### config.mk
export PLATFORM = sky130hd
export DESIGN_NAME = ps2_key_writer_flat
export DESIGN_NICKNAME = d
export VERILOG_FILES = /design/src/rtl/key_pkg.sv /design/src/rtl/ps2_key_writer_if.sv /design/src/rtl/ps2_rx.sv /design/src/rtl/ps2_key_writer.sv /design/src/flat_wrapper.sv
export SDC_FILE = /design/constraint.sdc
export NUM_CORES = 1
export LEC_CHECK = 0
export ABC_AREA = 1
export CAP_MARGIN = 0
export CELL_PAD_IN_SITES_DETAIL_PLACEMENT = 0
export CELL_PAD_IN_SITES_GLOBAL_PLACEMENT = 1
export CORE_AREA = 4 4 151 80
export DETAILED_ROUTE_END_ITERATION = 10
export DIE_AREA = 0 0 155 84
export PLACE_DENSITY = 0.81
export SLEW_MARGIN = 20
export SYNTH_ARGS = -nofsm -noshare
export SYNTH_HDL_FRONTEND = slang
export SYNTH_HIERARCHICAL = 1
export SYNTH_SLANG_ARGS = --single-unit
### constraint.sdc
create_clock -name wrclk -period 1.7 [get_ports wrclk]
set_input_delay 0.34 -clock wrclk [delete_from_list [all_inputs] [get_ports wrclk]]
set_output_delay 0.34 -clock wrclk [all_outputs]
set_load 0.01 [all_outputs]
### src/rtl/key_pkg.sv
// Shared definitions for the PS/2 key writer: memory-op encodings,
// PS/2 prefix bytes, writer FSM states and the ring-pointer helper.
package key_pkg;

  localparam logic [2:0] MEMOP_SB  = 3'd0;
  localparam logic [2:0] MEMOP_SW  = 3'd2;

  localparam logic [7:0] PS2_BREAK = 8'hF0;
  localparam logic [7:0] PS2_EXT   = 8'hE0;

  typedef enum logic [1:0] {
    INIT    = 2'd0,
    IDLE    = 2'd1,
    WR_BYTE = 2'd2,
    WR_PTR  = 2'd3
  } wr_state_t;

  // Advance a ring pointer by one byte, wrapping from the last slot to the base.
  function automatic logic [7:0] ring_next(input logic [7:0] ptr,
                                           input logic [7:0] base,
                                           input logic [7:0] last);
    return (ptr == last) ? base : ptr + 8'd1;
  endfunction

endpackage

### src/rtl/ps2_key_writer_if.sv
// Keyboard-memory write port: byte address, right-justified write data,
// memory operation and a one-cycle write strobe.
interface ps2_key_writer_if;
  logic [7:0]  waddr;
  logic [31:0] datain;
  logic [2:0]  memop;
  logic        we;

  modport master (output waddr, output datain, output memop, output we);
  modport slave  (input  waddr, input  datain, input  memop, input  we);
endinterface

### src/rtl/ps2_rx.sv
// PS/2 frame receiver: three-flop synchronizers, falling-edge detect on
// ps2_clk, 11-bit shift (start, 8 data LSB first, odd parity, stop) and an
// inactivity timeout that discards a partial frame.
module ps2_rx #(
  parameter int TIMEOUT_CYCLES = 50000
) (
  input  logic       clk,
  input  logic       rst,
  input  logic       ps2_clk,
  input  logic       ps2_data,
  output logic [7:0] rx_byte,
  output logic       rx_vld,
  output logic       rx_err
);

  localparam int TW = $clog2(TIMEOUT_CYCLES + 1);

  logic          ps2_clk_p0, ps2_clk_p1, ps2_clk_p2;
  logic          ps2_data_p0, ps2_data_p1, ps2_data_p2;
  logic          fall;
  logic          bit_d;
  logic [9:0]    shreg;
  logic [3:0]    bitcnt;
  logic [TW-1:0] tocnt;

  // Frame is good when start is 0, stop is 1 and data+parity has odd weight.
  function automatic logic frame_ok(input logic [9:0] sr, input logic stop);
    return (sr[0] == 1'b0) && stop && (^sr[9:1] == 1'b1);
  endfunction

  // Synchronizer chains; idle level of both PS/2 lines is high.
  always_ff @(posedge clk or posedge rst) begin
    if (rst) begin
      ps2_clk_p0  <= 1'b1;
      ps2_clk_p1  <= 1'b1;
      ps2_clk_p2  <= 1'b1;
      ps2_data_p0 <= 1'b1;
      ps2_data_p1 <= 1'b1;
      ps2_data_p2 <= 1'b1;
    end else begin
      ps2_clk_p0  <= ps2_clk;
      ps2_clk_p1  <= ps2_clk_p0;
      ps2_clk_p2  <= ps2_clk_p1;
      ps2_data_p0 <= ps2_data;
      ps2_data_p1 <= ps2_data_p0;
      ps2_data_p2 <= ps2_data_p1;
    end
  end

  assign fall  = ps2_clk_p2 & ~ps2_clk_p1;
  assign bit_d = ps2_data_p2;

  // Shift each sampled bit in from the top; after ten edges bit 0 sits at [0].
  always_ff @(posedge clk) begin
    if (fall) shreg <= {bit_d, shreg[9:1]};
  end

  // Bit counter, frame check on the 11th edge, and inactivity timeout.
  always_ff @(posedge clk or posedge rst) begin
    if (rst) begin
      bitcnt  <= 4'd0;
      tocnt   <= '0;
      rx_byte <= 8'h00;
      rx_vld  <= 1'b0;
      rx_err  <= 1'b0;
    end else begin
      rx_vld <= 1'b0;
      rx_err <= 1'b0;
      if (fall) begin
        tocnt <= '0;
        if (bitcnt == 4'd10) begin
          bitcnt <= 4'd0;
          if (frame_ok(shreg, bit_d)) begin
            rx_byte <= shreg[8:1];
            rx_vld  <= 1'b1;
          end else begin
            rx_err  <= 1'b1;
          end
        end else begin
          bitcnt <= bitcnt + 4'd1;
        end
      end else if (bitcnt != 4'd0) begin
        if (tocnt == TW'(TIMEOUT_CYCLES - 1)) begin
          tocnt  <= '0;
          bitcnt <= 4'd0;
          rx_err <= 1'b1;
        end else begin
          tocnt <= tocnt + 1'b1;
        end
      end else begin
        tocnt <= '0;
      end
    end
  end

endmodule

### src/rtl/ps2_key_writer.sv
// PS/2 keyboard producer: receives frames, filters scan codes and stores
// accepted bytes into a byte ring in keyboard memory, followed each time by
// a word store of the updated head pointer.
// Optional build macro KEY_BREAK_EN: when defined, break prefixes (F0) and
// the byte after them are stored as ordinary ring entries.
module ps2_key_writer
  import key_pkg::*;
#(
  parameter int         TIMEOUT_CYCLES = 50000,
  parameter logic [7:0] RING_BASE      = 8'h10,
  parameter logic [7:0] RING_LAST      = 8'hFF,
  parameter logic [7:0] PTR_ADDR       = 8'h00
) (
  input  logic                    wrclk,
  input  logic                    rst,
  input  logic                    ps2_clk,
  input  logic                    ps2_data,
  ps2_key_writer_if.master        mem,
  output logic                    key_valid,
  output logic [7:0]              key_code,
  output logic                    frame_err
);

  logic [7:0]  rx_byte;
  logic        rx_vld;
  logic        rx_err;

  logic        hold_vld;
  logic [7:0]  hold_code;
  logic        hold_clr;
  logic        accept;

  wr_state_t   state, state_n;
  logic [7:0]  wptr, wptr_n;
  logic [7:0]  waddr_q, waddr_n;
  logic [31:0] datain_q, datain_n;
  logic [2:0]  memop_q, memop_n;
  logic        we_q, we_n;
  logic        kv_n;
  logic [7:0]  kc_n;

  ps2_rx #(
    .TIMEOUT_CYCLES(TIMEOUT_CYCLES)
  ) u_rx (
    .clk      (wrclk),
    .rst      (rst),
    .ps2_clk  (ps2_clk),
    .ps2_data (ps2_data),
    .rx_byte  (rx_byte),
    .rx_vld   (rx_vld),
    .rx_err   (rx_err)
  );

  assign frame_err = rx_err;

  // Holding flag: a newly received byte wins over a same-cycle clear.
  always_ff @(posedge wrclk or posedge rst) begin
    if (rst)           hold_vld <= 1'b0;
    else if (rx_vld)   hold_vld <= 1'b1;
    else if (hold_clr) hold_vld <= 1'b0;
  end

  // Holding register payload; a late frame simply overwrites it.
  always_ff @(posedge wrclk) begin
    if (rx_vld) hold_code <= rx_byte;
  end

`ifdef KEY_BREAK_EN
  // Only the extended prefix is dropped; break codes are stored like keys.
  always_comb accept = (hold_code != PS2_EXT);
`else
  logic brk, brk_n;

  // Break filter: F0 arms brk, E0 is transparent, the byte after F0 is eaten.
  always_comb begin
    brk_n  = brk;
    accept = 1'b0;
    if (hold_code == PS2_BREAK) begin
      brk_n = 1'b1;
    end else if (hold_code == PS2_EXT) begin
      brk_n = brk;
    end else if (brk) begin
      brk_n = 1'b0;
    end else begin
      accept = 1'b1;
    end
  end

  // brk only moves when the FSM consumes a held byte.
  always_ff @(posedge wrclk or posedge rst) begin
    if (rst)                               brk <= 1'b0;
    else if ((state == IDLE) && hold_vld)  brk <= brk_n;
  end
`endif

  // Writer FSM next-state and next registered outputs.
  always_comb begin
    state_n  = state;
    wptr_n   = wptr;
    waddr_n  = waddr_q;
    datain_n = datain_q;
    memop_n  = memop_q;
    we_n     = 1'b0;
    kv_n     = 1'b0;
    kc_n     = key_code;
    hold_clr = 1'b0;
    unique case (state)
      INIT: begin
        we_n     = 1'b1;
        waddr_n  = PTR_ADDR;
        datain_n = {24'b0, wptr};
        memop_n  = MEMOP_SW;
        state_n  = IDLE;
      end
      IDLE: begin
        if (hold_vld) begin
          if (accept) begin
            kv_n    = 1'b1;
            kc_n    = hold_code;
            state_n = WR_BYTE;
          end else begin
            hold_clr = 1'b1;
          end
        end
      end
      WR_BYTE: begin
        we_n     = 1'b1;
        waddr_n  = wptr;
        datain_n = {24'b0, key_code};
        memop_n  = MEMOP_SB;
        wptr_n   = ring_next(wptr, RING_BASE, RING_LAST);
        state_n  = WR_PTR;
      end
      WR_PTR: begin
        we_n     = 1'b1;
        waddr_n  = PTR_ADDR;
        datain_n = {24'b0, wptr};
        memop_n  = MEMOP_SW;
        hold_clr = 1'b1;
        state_n  = IDLE;
      end
      default: state_n = INIT;
    endcase
  end

  // Writer FSM state, head pointer and registered memory/status outputs.
  always_ff @(posedge wrclk or posedge rst) begin
    if (rst) begin
      state     <= INIT;
      wptr      <= RING_BASE;
      waddr_q   <= 8'h00;
      datain_q  <= 32'h0;
      memop_q   <= MEMOP_SW;
      we_q      <= 1'b0;
      key_valid <= 1'b0;
      key_code  <= 8'h00;
    end else begin
      state     <= state_n;
      wptr      <= wptr_n;
      waddr_q   <= waddr_n;
      datain_q  <= datain_n;
      memop_q   <= memop_n;
      we_q      <= we_n;
      key_valid <= kv_n;
      key_code  <= kc_n;
    end
  end

  assign mem.waddr  = waddr_q;
  assign mem.datain = datain_q;
  assign mem.memop  = memop_q;
  assign mem.we     = we_q;

endmodule

### src/flat_wrapper.sv
// flat-port wrapper written by rule: the top's interface ports become plain ports
module ps2_key_writer_flat import key_pkg::*;
#(
  parameter int         TIMEOUT_CYCLES = 50000,
  parameter logic [7:0] RING_BASE      = 8'h10,
  parameter logic [7:0] RING_LAST      = 8'hFF,
  parameter logic [7:0] PTR_ADDR       = 8'h00
)
  (wrclk, rst, ps2_clk, ps2_data, key_valid, key_code, frame_err, mem_waddr, mem_datain, mem_memop, mem_we);
  ps2_key_writer_if mem_i ();
  input  logic wrclk;
  input  logic rst;
  input  logic ps2_clk;
  input  logic ps2_data;
  output logic key_valid;
  output logic [7:0] key_code;
  output logic frame_err;
  output wire logic [$bits(mem_i.waddr)-1:0] mem_waddr;
  output wire logic [$bits(mem_i.datain)-1:0] mem_datain;
  output wire logic [$bits(mem_i.memop)-1:0] mem_memop;
  output wire logic [$bits(mem_i.we)-1:0] mem_we;
  assign mem_waddr = mem_i.waddr;
  assign mem_datain = mem_i.datain;
  assign mem_memop = mem_i.memop;
  assign mem_we = mem_i.we;
  ps2_key_writer #(.TIMEOUT_CYCLES(TIMEOUT_CYCLES), .RING_BASE(RING_BASE), .RING_LAST(RING_LAST), .PTR_ADDR(PTR_ADDR)) u_core (.wrclk(wrclk), .rst(rst), .ps2_clk(ps2_clk), .ps2_data(ps2_data), .mem(mem_i), .key_valid(key_valid), .key_code(key_code), .frame_err(frame_err));
endmodule
==> reports/metrics.cfg, run 1 <==
[logic_synthesis]
ys_seq_area_share_pct=54.80
syn_avg_cell_area_um2=9.505
synth.distinct_cells=36
yosysTopAreaCellShare_pct=37.85
synth_commonest_cells=106 x nand2_1, 67 x dfrtp_1, 49 x inv_1
synth_edf_count=18
yosysMostFrequentCell=nand2_1
ys_ff_latch=93
mappedNetlistArea_um2=4429
yosysTopAreaCell=dfrtp_1
async_reset_ff_share_pct=80.65
yosys_most_used_dff=dfrtp_1
synthTopCellsByArea=dfrtp_1 38%, edfxtp_1 12%, nand2_1 9.0%, dfstp_2 4.7%, buf_4 4.6%
ys_warn_count=6
netlist_instances=466

[routing]
wl_mm=9.470
ant_nets=0
drt_iter0_markers=188
drc=0
vias=3150
via_per_inst=4.701
avgRoutedWirePerCell_um=14.13
dr.pass1.iters=4

[worst_setup_path]
critPathMaxFanout=3
crit_arrival_ps=1320
path_class=flip-flop to output pin
cp_slowest_cell=clkdlybuf4s50_1
path_cells=clkdlybuf4s50_1
start_kind=flip-flop
worstPathRequired_ps=1360
crit_buf_inv=1
crit_family=buffers and inverters
end_kind=output pin
slowest_delay_ps=560

[job]
maxCapViolations=0

[sta]
post-route-period-util_pct=97.71
maxSlewViolCount=0
clock_skew_ps=5.470
fmax_ghz=0.6020
hold_ws_ps=356.7
fin_crit_ps=1661
finalHoldViolCount=0
setup_viol=0

[cells_and_area]
area_delta_synth_final_pct=19.66
nNetsFinal=533
antenna_cells=0
drive_above_1_share_pct=19.81
fill_cells=963

[placement]
hpwl_mm=7.052
portBuffers=31
place_congestion=0.8287

[global_routing]
grt_max_degree=40
grt_pass1_wl_mm=15.83
grt_usage_pct=15.31
antenna_found_initial=0
overflow=0
first_global_vias=3085

[cts]
hold_buffers=0
ctsHtreeMaxLevel=3
clock_sinks=93
cts.clk_slew.worst_paths_ps=70
ctsLongestPathBuffers=2
cts_tree=yes
cts-root-buf=clkbuf_16
clock_latency_ps=340
cts_buffers=9

[floorplan]
die_area_um2=13020
std_cell_rows=27
die_w_um=155
ios=58
die_h_um=84
start_util_pct=41.10
core_area_um2=10780

[pwr]
p_leak_nw=2.424
fin_total_pwr_mw=6.745
peakVddDrop_uv=591.4
powerDensity_nw_per_um2=1273

[outcome]
status=complete, no violations

[hold_path]
min_path_type=flip-flop to flip-flop

==> per-layer routing <==
layer  part of all wire, %  GRT usage, %  up-vias
met1                    53         24.14     1497
met2                    39         19.85       90
li1                      -             -     1554
met5                     0             0        -
met3                   7.5         5.075        9
met4                  0.82         3.526        0
==> path summary, 6_finish.rpt <==
path,startpoint,end,slack [ps],depth (start not counted)
max,u_core/key_code[2]$_DFFE_PP0P_,key_code[2],40,1
min,u_core/u_rx/ps2_data_p1$_DFF_PP1_,u_core/u_rx/bit_d$_DFF_PP1_,360,0
max reg2reg,u_core/u_rx/shreg[7]$_DFFE_PP_,u_core/u_rx/rx_byte[5]$_DFFE_PP0P_,110,10
min reg2reg,u_core/u_rx/ps2_data_p1$_DFF_PP1_,u_core/u_rx/bit_d$_DFF_PP1_,360,0
max in group asynchronous,rst,u_core/mem.memop[1]$_DFFE_PP1P_,1040,3
min in group asynchronous,rst,u_core/mem.we$_DFF_PP0_,400,3
==> logic make-up after synthesis <==
group | synth area share, %
AND/OR/NAND/NOR | 25.76
flip-flops | 54.80
buffers and inverters | 10.11
AO/OA/AOI/OAI | 4.322
XOR/XNOR | 2.373
adder cells (fa/ha/maj) | 2.542
other | 0.08466
==> where the power goes <==
part	internal (mW)	switching, mW
clock	1.15	0.865
sequential	2.60	0.228
combinational	0.755	1.15
==> sequential cells by signal (all words and copies together), names as in the netlist, 2 cells and up <==
register,count
u_core/state,2
u_core/wptr,8
u_core/u_rx/bitcnt,4
u_core/u_rx/rx_byte,8
u_core/hold_code,8
u_core/u_rx/shreg,10
u_core/key_code,8
u_core/mem.waddr,8
u_core/mem.datain,8
u_core/u_rx/tocnt,16
==> cells in the final DEF, fill, tap and decap left out, types with 9 or more instances in the layout <==
cell type / Yosys / final
dfrtp_1: 67 / 67
nor2_1: 43 / 41
inv_1: 49 / 48
nand2_1: 106 / 100
clkdlybuf4s50_1: 0 / 30
edfxtp_1: 18 / 18
xor2_1: 9 / 9
nand2_2: 12 / 19
buf_4: 27 / 14
nand3_1: 21 / 21
conb_1: 1 / 26
clkbuf_16: 0 / 9
a21oi_1: 12 / 12
nand4_1: 9 / 9
==> per-stage QoR <==
step	instance area (µm²)	cells	TNS [ps]	util [%]	setup WS [ps]
after floorplan	4523	491	0	-	135.9
after CTS	5186	663	0	48.12	34.44
after global placement	4888	647	0	45.36	131.6
after global routing	5300	670	-64.81	49.18	-22.67
final	5300	670	0	49.18	38.91
after detailed placement	4888	647	0	45.36	72.93
==> repair_timing <==
item	in CTS	in global routing
gates resized for setup	1	17
endpoints found under the setup margin	1	20
pin swaps	0	5
buffers inserted	0	5
gates cloned	0	2
hold endpoints to repair	0	0
==> layout make-up <==
type | count | area (µm²) | share of cell area (%)
Clock buffer | 9 | 225.2 | 4.249
Timing Repair Buffer | 47 | 454.2 | 8.569
Multi-Input combinational cell | 312 | 1724 | 32.53
Tap cell | 145 | 181.4 | 3.423
Clock inverter | 7 | 73.82 | 1.393
Sequential cell | 93 | 2427 | 45.80
Inverter | 57 | 214.0 | 4.037
No activity file was read; power rests on OpenSTA's default activity.
==> inputs of run 2 (changes only) <==
Clock period 1.7 ns to 1.64 ns, I/O delays scaled along.
==> run 2 against run 1 <==
Effect of this change: combinational power grew 6%; sequential power grew 4%; utilization rose by 0.42 points; setup slack gained 8.4 ps; largest power group unchanged.
==> reports/metrics.cfg, run 2 (synthesis gave the netlist of run 1 again) <==
[placement]
dp_slack_ps=18.79  ; -54.15 ps
hpwl_mm=6.921  ; -1.9%
place_congestion=0.8639  ; +4.2%
post_dp_cell_area_um2=4903  ; +0.31%
portBuffers=31  ; unchanged

[cells_and_area]
largest_register_ff_count=16  ; unchanged
design_area_um2=5345  ; +0.85%
drive_above_1_share_pct=20.86  ; +1.1 points
largestRegisters=u_core/u_rx/tocnt (16), u_core/u_rx/shreg (10)
nNetsFinal=540  ; +1.3%
final_common_cell=nand2_1
most-common-layout-cells=98 x nand2_1, 67 x dfrtp_1, 48 x inv_1, 41 x nor2_1, 26 x conb_1
area_delta_synth_final_pct=20.68
utilization_pct=49.60  ; +0.42 points
antenna_cells=0  ; unchanged
largest-register=u_core/u_rx/tocnt
fill_cells=990  ; +2.8%

[pwr]
peakVddDrop_uv=581.0  ; -1.8%
powerDensity_nw_per_um2=1278  ; +0.43%
p_leak_nw=2.517  ; +3.8%

[floorplan]
die_area_um2=13020  ; unchanged
die_h_um=84  ; unchanged
start_util_pct=41.10  ; unchanged
ios=58  ; unchanged
die_w_um=155  ; unchanged
core_area_um2=10780  ; unchanged
std_cell_rows=27  ; unchanged

[worst_setup_path]
start_kind=flip-flop
critPathMaxFanout=3  ; unchanged
cp_slowest_cell=clkdlybuf4s50_1
worstReg2RegStart=u_core/u_rx/shreg[5]$_DFFE_PP_
slowest_delay_ps=550  ; about the same
path_cells=clkdlybuf4s50_1
reg2reg_to=u_core/u_rx/rx_byte[6]$_DFFE_PP0P_
end_kind=output pin
worst_r2r_path_depth=10  ; unchanged
crit_arrival_ps=1260  ; -60 ps
worstPathRequired_ps=1310  ; -50 ps
crit_buf_inv=1  ; unchanged
r2r_slack_ps=50  ; -60 ps
crit_family=buffers and inverters
path_class=flip-flop to output pin

[routing]
ant_nets=0  ; unchanged
dr.pass1.iters=4  ; unchanged
drc=0  ; unchanged
vias=3141  ; -0.29%
via_per_inst=4.640  ; -1.3%
wl_mm=9.277  ; -2.0%
drt_iter0_markers=165  ; -12%
avgRoutedWirePerCell_um=13.70  ; -3.1%

[sta]
worst_pin_slew_ps=498.6
finalHoldViolCount=0  ; unchanged
maxSlewViolCount=0  ; unchanged
clock_skew_ps=8.001  ; +2.531 ps
tns_ps=0  ; unchanged
worst_slack_ps=47.29  ; +8.386 ps
fmax_ghz=0.6279
post-route-period-util_pct=97.12
fin_crit_ps=1593
setup_viol=0  ; unchanged
rsz0062_at_grt=yes
relSlewSlack_pct=66.73

[cts]
ctsLongestPathBuffers=2  ; unchanged
cts-root-buf=clkbuf_16
hold_buffers=0  ; unchanged
clock_latency_ps=340  ; about the same
cts_buffers=9  ; unchanged
ctsHtreeMaxLevel=3  ; unchanged
cts_tree=yes
cts.clk_slew.worst_paths_ps=70  ; about the same
clock_sinks=93  ; unchanged

[global_routing]
first_global_vias=2904  ; -5.9%
overflow=0  ; unchanged
grt_max_degree=40  ; unchanged
grt_usage_pct=14.70  ; -0.61 points
grt_pass1_wl_mm=14.99  ; -5.3%
antenna_found_initial=0  ; unchanged

[hold_path]
min_path_type=flip-flop to flip-flop
min_path_cells=0  ; unchanged
hold_end=u_core/u_rx/ps2_clk_p1$_DFF_PP1_
hp-start=u_core/u_rx/ps2_clk_p0$_DFF_PP1_

[job]
maxCapViolations=0  ; unchanged

[outcome]
status=complete, no violations

==> run 2: changes by cell type in the layout (fill, tap and decap cells not counted), sizes merged, moves of 2 or more <==
cell,delta
buf,+8
clkbuf,+2
clkdlybuf4s50,-7
clkinv,-2
dlygate4sd2,+4
dlymetal6s2s,+3
==> run 2: metal layers <==
metal | wire [µm] | track usage [%] | vias to the layer above
li1 | - | - | 1564
met1 | 5074 | 23.72 | 1490
met2 | 3557 | 18.08 | 81
met3 | 579 | 5.282 | 6
met4 | 66 | 3.365 | 0
met5 | 0 | 0 | -
==> run 2: what timing repair did <==
action / CTS / global route
gates cloned: 0 / 1
resized for setup: 5 / 22
setup buffers: 1 / 10
setup endpoints to repair: 7 / 30
pin swaps: 1 / 8
==> run 2: worst max-delay path by stage <==
stage	slack [ps]	cells after the start	end	from
CTS	5	10	u_core/u_rx/rx_byte[5]$_DFFE_PP0P_	u_core/u_rx/shreg[3]$_DFFE_PP_
global route	-70	10	u_core/u_rx/tocnt[12]$_DFF_PP0_	u_core/u_rx/tocnt[0]$_DFF_PP0_
detailed placement	20	10	u_core/u_rx/tocnt[12]$_DFF_PP0_	u_core/u_rx/tocnt[0]$_DFF_PP0_
global placement	60	10	u_core/u_rx/tocnt[12]$_DFF_PP0_	u_core/u_rx/tocnt[0]$_DFF_PP0_
finish	50	1	key_code[4]	u_core/key_code[4]$_DFFE_PP0P_
floorplan	80	7	u_core/u_rx/rx_byte[0]$_DFFE_PP0P_	u_core/u_rx/ps2_clk_p2$_DFF_PP1_
==> run 2: cell type report <==
| cell class | count | area [µm²] | area share [%] |
|---|---|---|---|
| Timing Repair Buffer | 55 | 529.3 | 9.902 |
| Clock inverter | 5 | 35.03 | 0.6554 |
| Multi-Input combinational cell | 311 | 1725 | 32.28 |
| Tap cell | 145 | 181.4 | 3.394 |
| Inverter | 57 | 214.0 | 4.003 |
| Clock buffer | 11 | 232.7 | 4.354 |
| Sequential cell | 93 | 2427 | 45.41 |
==> run 2: per-stage QoR <==
| step | hold slack, ps | cells | power [mW] |
|---|---|---|---|
| finish | 357.5 | 677 | 6.832 |
| global route | 362.1 | 677 | 7.284 |
| floorplan | 332.5 | 491 | 4.175 |
| CTS | 358.1 | 666 | 6.847 |
| detailed placement | 348.1 | 649 | 4.930 |
| global placement | 346.3 | 649 | 4.886 |
==> run 2: report_power, final <==
part           leakage, nW  switching (mW)  internal, mW
combinational         1.25            1.17         0.834
clock                0.126           0.855          1.03
sequential            1.14           0.243          2.70
